**src/rtl/result_serializer.sv**
```systemverilog
// Result word serializer: 2-entry word FIFO streamed out as LANE_NB-lane beats with a last flag.
// Optional macro RESULT_SERIALIZER_RELU_EN clamps negative lanes to zero on the output beat.
module result_serializer #(
    parameter int CFG_DWIDTH     = 32,
    parameter int CFG_AWIDTH     = 5,
    parameter int CFG_BEATS_ADDR = 9,
    parameter int DEPTH_NB       = 16,
    parameter int LANE_NB        = 4,
    parameter int IMG_WIDTH      = 16
) (
    input  logic                          clk,
    input  logic                          rst,
    input  logic [CFG_DWIDTH-1:0]         cfg_data,
    input  logic [CFG_AWIDTH-1:0]         cfg_addr,
    input  logic                          cfg_valid,
    input  logic [IMG_WIDTH*DEPTH_NB-1:0] result_bus,
    input  logic                          result_val,
    output logic                          result_rdy,
    output logic [IMG_WIDTH*LANE_NB-1:0]  str_bus,
    output logic                          str_val,
    output logic                          str_last,
    input  logic                          str_rdy
);

    localparam int BEATS  = DEPTH_NB / LANE_NB;
    localparam int WORD_W = IMG_WIDTH * DEPTH_NB;
    localparam int BEAT_W = IMG_WIDTH * LANE_NB;
    localparam logic [7:0] BEATS_L = 8'(BEATS);
    localparam logic [CFG_AWIDTH-1:0] BEATS_ADDR = CFG_AWIDTH'(CFG_BEATS_ADDR);

    logic [WORD_W-1:0] mem [2];
    logic              wr_ptr, rd_ptr;
    logic [1:0]        count, count_d;
    logic              rdy_q;
    logic [7:0]        beat, beats_lim, cur_lim, limit, cfg_lim;
    logic              push, pop, beat_acc;
    logic [BEAT_W-1:0] beat_data;
    logic              cfg_unused;

    assign cfg_unused = ^cfg_data[CFG_DWIDTH-1:8];

    assign result_rdy = rdy_q;
    assign str_val    = (count != 2'd0);
    assign push       = result_val && rdy_q;
    // Beat 0 sees the live limit so a cfg write before a word starts takes effect on it.
    assign limit      = (beat == 8'd0) ? beats_lim : cur_lim;
    assign str_last   = str_val && (beat == limit - 8'd1);
    assign beat_acc   = str_val && str_rdy;
    assign pop        = beat_acc && str_last;

    always_comb begin
        count_d = count;
        if (push && !pop) begin
            count_d = count + 2'd1;
        end else if (!push && pop) begin
            count_d = count - 2'd1;
        end
    end

    always_comb begin
        cfg_lim = cfg_data[7:0];
        if (cfg_data[7:0] == 8'd0 || cfg_data[7:0] > BEATS_L) begin
            cfg_lim = BEATS_L;
        end
    end

    always_ff @(posedge clk or posedge rst) begin
        if (rst) begin
            count     <= 2'd0;
            rdy_q     <= 1'b0;
            wr_ptr    <= 1'b0;
            rd_ptr    <= 1'b0;
            beat      <= 8'd0;
            cur_lim   <= 8'd0;
            beats_lim <= BEATS_L;
        end else begin
            count <= count_d;
            // Registered ready mirrors count_d so it never depends on result_val/str_rdy.
            rdy_q <= (count_d != 2'd2);
            if (push) begin
                wr_ptr <= ~wr_ptr;
            end
            if (pop) begin
                rd_ptr <= ~rd_ptr;
                beat   <= 8'd0;
            end else if (beat_acc) begin
                beat <= beat + 8'd1;
            end
            if (beat_acc && beat == 8'd0) begin
                cur_lim <= beats_lim;
            end
            if (cfg_valid && cfg_addr == BEATS_ADDR) begin
                beats_lim <= cfg_lim;
            end
        end
    end

    // Storage is masked by count, so it needs no reset.
    always_ff @(posedge clk) begin
        if (push) begin
            mem[wr_ptr] <= result_bus;
        end
    end

    always_comb begin
        beat_data = '0;
        if (str_val) begin
            beat_data = mem[rd_ptr][int'(beat) * BEAT_W +: BEAT_W];
        end
    end

`ifdef RESULT_SERIALIZER_RELU_EN
    always_comb begin
        str_bus = '0;
        for (int l = 0; l < LANE_NB; l++) begin
            if (!beat_data[(l + 1) * IMG_WIDTH - 1]) begin
                str_bus[l * IMG_WIDTH +: IMG_WIDTH] = beat_data[l * IMG_WIDTH +: IMG_WIDTH];
            end
        end
    end
`else
    assign str_bus = beat_data;
`endif

endmodule

```
**config.mk**
```make
export PLATFORM = sky130hd
export DESIGN_NAME = result_serializer
export DESIGN_NICKNAME = d
export VERILOG_FILES = /design/src/rtl/result_serializer.sv
export SDC_FILE = /design/constraint.sdc
export NUM_CORES = 1
export LEC_CHECK = 0
export CORE_ASPECT_RATIO = 0.75
export CORE_MARGIN = 2
export CORE_UTILIZATION = 55
export CTS_BUF_LIST = sky130_fd_sc_hd__clkbuf_8
export CTS_CLUSTER_SIZE = 14
export DETAILED_ROUTE_END_ITERATION = 10
export PLACE_DENSITY = 0.85
export SLEW_MARGIN = 20
export SYNTH_ARGS = -nofsm -noshare
export SYNTH_HDL_FRONTEND = slang
export SYNTH_SLANG_ARGS = --single-unit
```
**constraint.sdc**
```tcl
create_clock -name clk -period 14.2 [get_ports clk]
set_input_delay 1.42 -clock clk [delete_from_list [all_inputs] [get_ports clk]]
set_output_delay 1.42 -clock clk [all_outputs]
set_load 0.01 [all_outputs]
```
==> Word-level counts from Yosys, hierarchy flattened <==
Memory sizes are Yosys's and may differ from the RTL's.
Cells that the tools add are included.
{ "totals": {"ff_bits": 29, "latch_bits": 0, "ram_bits": 512, "romBits": 0, "input_bits": 298, "out_inout_bits": 67, "n_memories": 1} }
{ "classes": {"add_sub_neg": 4, "mul": 0, "n_div": 0, "n_lt_le_gt_ge": 1, "n_eq_ne": 3, "n_shift": 1, "n_mux": 9, "bitwise": 2, "reduce_logical": 15} }
{ "mem_list": {"columns": ["name", "depth", "width", "read_ports", "rd_ports_with_merged_regs", "write_ports", "line", "rtl"], "rows": [
  ["mem", 2, 256, 1, 0, 1, "31", "logic [WORD_W-1:0] mem [2];"]
]} }
{ "op_table": {"columns": ["operator", "n"], "rows": [
  ["indexed part select 256 x 15 -> 64 bit", 1],
  ["two-way mux 64 bit", 1],
  ["two-way mux 8 bit", 4],
  ["logical NOT 8 bit", 2],
  ["adder 8 x 1 -> 8 bit, second input constant", 1],
  ["== test 8 bit", 1],
  ["greater-than comparator 8 x 3 -> 1 bit, second input constant", 1],
  ["logical AND 1 bit", 8],
  ["subtractor 8 x 1 -> 8 bit, second input constant", 1],
  ["== test 5 x 4 -> 1 bit, second input constant", 1],
  ["two-way mux 2 bit", 2],
  ["nonzero test 2 bit", 2],
  ["adder 2 x 1 -> 2 bit, second input constant", 1],
  ["logical NOT 1 bit", 2],
  ["two-way mux 1 bit", 2],
  ["inequality test 2 bit, second input constant", 1],
  ["NOT 1 bit", 2],
  ["subtractor 2 x 1 -> 2 bit, second input constant", 1],
  ["logical OR 1 bit", 1]
]} }

==> Longest topological paths before layout <==
{ "depth": {"depth_word": 10, "mapped_depth": 14} }

==> Worst setup path before layout <==
No wires, ideal clock.
{ "synth_timing": {"path_type": "input -> register", "from": "in result_val", "to": "mem mem[0][0] (netlist name) (enable)", "arrival_time_ps": 12234, "required_time_ps": 13321, "setup_slack_ps": 1087, "cell_stages": 2, "n_path_buf": 0, "path_cell_list": "nand2_1 -> nor2_1"} }
{ "synth_via": {"elab_chain_len": 3} }
{ "synth_rtl": {"columns": ["item", "line", "rtl"], "rows": [
  ["start, declared", "17", "input logic result_val,"],
  ["logical AND 1 bit", "44", "assign push = result_val && rdy_q;"],
  ["two-way mux 1 bit", "100", "if (push) begin"],
  ["two-way mux 1 bit (implied by the code)", "101", "mem[wr_ptr] <= result_bus;"],
  ["end, declared", "31", null]
]} }
Every way passes these cells.

==> Worst setup path in the final report <==
{ "layout_timing": {"from": "reg beat[0]", "to": "out str_last"} }
{ "layout_via": {"elab_chain_len": 5} }
{ "layout_rtl": {"columns": ["item", "line", "rtl"], "rows": [
  ["start, declared", "35", "logic [7:0] beat, beats_lim, cur_lim, limit, cfg_lim;"],
  ["start signal, assigned", "87", "beat <= beat + 8'd1;"],
  ["logical NOT 8 bit", "46", "assign limit = (beat == 8'd0) ? beats_lim : cur_lim;"],
  ["two-way mux 8 bit", "46", null],
  ["subtractor 8 x 1 -> 8 bit", "47", "assign str_last = str_val && (beat == limit - 8'd1);"],
  ["== test 8 bit (*)", "47", null],
  ["logical AND 1 bit (*)", "47", null],
  ["end, declared", "21", "output logic str_last,"]
]} }
Mark *: on every way between the ends. The rest lies on a longest branch, timed or not.

==> results.md <==
- Commonest non-fill, non-tap cell in the layout: edfxtp_1
- Final period util: 41.6%
- Number of max-cap violations: 0
- Clock skew after layout: between 15 and 20 ps
- Pwr dens: approximately 160 mW/mm^2
- DR top layer: met5
- DR iter-0 viols: roughly 950
- Synth area leader: edfxtp_1
- Iteration count of the initial detailed-routing pass: 5
- Routed wl met2: 23600 um
- Final setup viols: 0
- DRC Markers: 0
- Postcts setup bufs: 0
- Die height: about 170 um
- RSZ-0062 raised after global routing: no
- Final WS setup: between 8000 and 9000 ps
- Synthesized instance count: between 1000 and 1500
- Setup tns final: 0 ps
- WL met3: between 4000 and 5000 um
- Slew of the pin with the lowest slew margin: 1070 ps
- Hold WC Path Type: reg -> reg
- Highest clock rate: 0.169 GHz
- Worst Path Arrival: between 4000 and 5000 ps
- CP required: 12780 ps
- Mean Syn Cell Area: between 15 and 20 um^2
- Syn. warnings: 0
- Netlist Area Pre-Place: between 0.02 and 0.025 mm^2
- Final hold vios: 0
- Ranking of synthesized cells by area: edfxtp_1 (73%), mux4_2 (14%), dfrtp_1 (3.3%)
- Clock-pin slew on the worst setup and hold paths: approximately 60 ps
- Minimum clock period: 5910 ps
- Initial core utilization: ~55%
- Antenna Violating Nets Remaining: 0
- Detailed Place HPWL: 29600 um
- GP Congestion: ~0.86
- Post-CTS Resized: 0
- DRT Wirelength: 47300 um
- Number of flops mapped to enable cells by yosys: ~510
- Layout Area Growth over Synthesis: 25.7%
- Startpoint types: register
- Initial antenna violation count: 8
- Vias in the first global route: around 12000
- Primary FF master, synth: edfxtp_1
- Htree depth: 3
- All-Layer GR Usage: 23.9%
- Most frequent cells in the layout: edfxtp_1 (512), clkdlybuf4s50_1 (340), nand2_1 (143), mux4_2 (128), clkbuf_8 (81)
- Critical Path End Type: output pin
- Crit path max fanout: 8
- CP Cell Sequence: inv_1 > ha_1 > or4b_4 > nor2_8 > mux2i_1 > ha_1 > nand3b_1 > xnor2_1 > o32a_1 > a211oi_2 > clkdlybuf4s50_1
- Pwr Total: 0.00429 W
- Via Count: 11600
- Core Area: around 0.038 mm^2
- Distinct cells, synth: 52
- Clk buf depth: 3
- Die W: about 230 um
- Worst skew pair latency: 610 ps
- Area after DPL: about 0.025 mm^2
- Fin cells: roughly 2000
- Largest net degree at the start of global routing: ~180
- Delay of the slowest critical-path stage: about 660 ps
- First-pass GRT wire length: 71100 um
- # IOs: between 300 and 400
- Post-synth ARST share: under 10%
- Worst slew margin: between 20% and 30%
- Static leakage: approximately 8.8 nW
- Crit Path Category: reg -> out
- Most common cell on crit path: ha_1
- CP max stage cell: clkdlybuf4s50_1
- Hold Buf Count CTS: 0
- Clock Tree Root: clkbuf_8
- Num rows: 62
- Grt ovf: 0
- Top-area cell type share of the netlist area: about 73%
- CTS Buf Count: just over 80
- Post-Place Worst Slack: 8960 ps
- Max-slew violations: 0
- Sequential-to-total area share from yosys stat: around three quarters
- Maximum vdd drop: around 0.17 mV
- Status: complete, no violations
- CTS tree: done
- Die Area: between 0.03 and 0.04 mm^2
- Share of cells above drive strength 1: between 10% and 20%
- I/O Buffers: 340
- Clk sink count: approximately 540
- Syn Nets: between 1000 and 1500
- Post-route cell area: approximately 0.026 mm^2
- Met1 WL: approximately 18000 um
- Mean routed wirelength per cell: 23.4 um
- Placed insts: between 1500 and 2000
- Vias per inst: 5.71
- #FFs+latches synth: 541
- Final #Nets: 1749
==> cells in the mapped netlist, types with 6 or more instances <==
master	count
a21oi_1	67
buf_1	26
clkbuf_1	27
dfrtp_1	28
edfxtp_1	512
inv_1	8
mux2_2	6
mux4_2	128
nand2_1	143
nand3_1	6
nor2_1	13
o21ai_0	10
xnor2_1	11
xor2_1	6
==> layout make-up <==
class                      count  area (um^2)
multi-input combinational    463         4730
tap                          512          641
inverter                       8         30.0
sequential                   541        16100
antenna                        5         12.5
timing repair buffer         352         3510
fill                        2344        11500
clock inverter                62          317
clock buffer                  81         1110
==> report_power, final <==
group / leakage (nW) / switching [W] / internal [W]
logic: 2.84 / 0.000549 / 0.000378
registers: 5.12 / 0.0000897 / 0.00213
clock network: 0.810 / 0.000569 / 0.000569
==> metrics by stage <==
stage | hold slack, ps | util (%)
after CTS | 461 | 69.6
final | 461 | 69.6
after global routing | 470 | 69.6
after global placement | 445 | 65.8
after detailed placement | 453 | 65.8
after floorplan | 433 | -
==> logic make-up (layout without fill, tap and decap cells) <==
family / Yosys count / in the layout / share of synthesized area [%]
other cells: 0 / 5 / 0
simple gates: 206 / 206 / 4.50
buf+inv: 63 / 503 / 1.13
mux: 137 / 137 / 14.2
flops: 541 / 541 / 76.5
xor+xnor: 18 / 18 / 0.784
fa+ha+maj: 4 / 4 / 0.238
compound gates: 98 / 98 / 2.74
==> worst max-delay path, delay by kind of cell, from the launching register on <==
kind / cells / cell delay, ps
mux: 1 / 210
simple gates: 3 / 840
xor+xnor: 1 / 150
fa+ha+maj: 2 / 490
buf+inv: 2 / 780
compound gates: 2 / 940
flops: 1 / 470
==> final timing paths <==
check	cells after the start	startpoint	to	slack [ps]
max	11	beat[0]$_DFFE_PP0P_	str_last	8290
min	1	count[1]$_DFF_PP0_	result_rdy$_DFF_PP0_	460
max reg2reg	12	beat[0]$_DFFE_PP0P_	count[1]$_DFF_PP0_	10420
min reg2reg	1	count[1]$_DFF_PP0_	result_rdy$_DFF_PP0_	460
max in group asynchronous	2	rst	beat[1]$_DFFE_PP0P_	12500
min in group asynchronous	2	rst	beat[0]$_DFFE_PP0P_	1230
==> registers in the layout, summed over array words and instances (netlist names) <==
signal,cells
beat,8
beats_lim,8
count,2
cur_lim,8
mem,512
rd_ptr,1
result_rdy,1
wr_ptr,1
==> per-layer routing <==
layer	up-vias	GRT usage (%)
li1	5088	-
met1	5897	30.6
met2	488	38.7
met3	79	8.47
met4	8	7.74
met5	-	0
No activity file was read; power rests on OpenSTA's default activity.
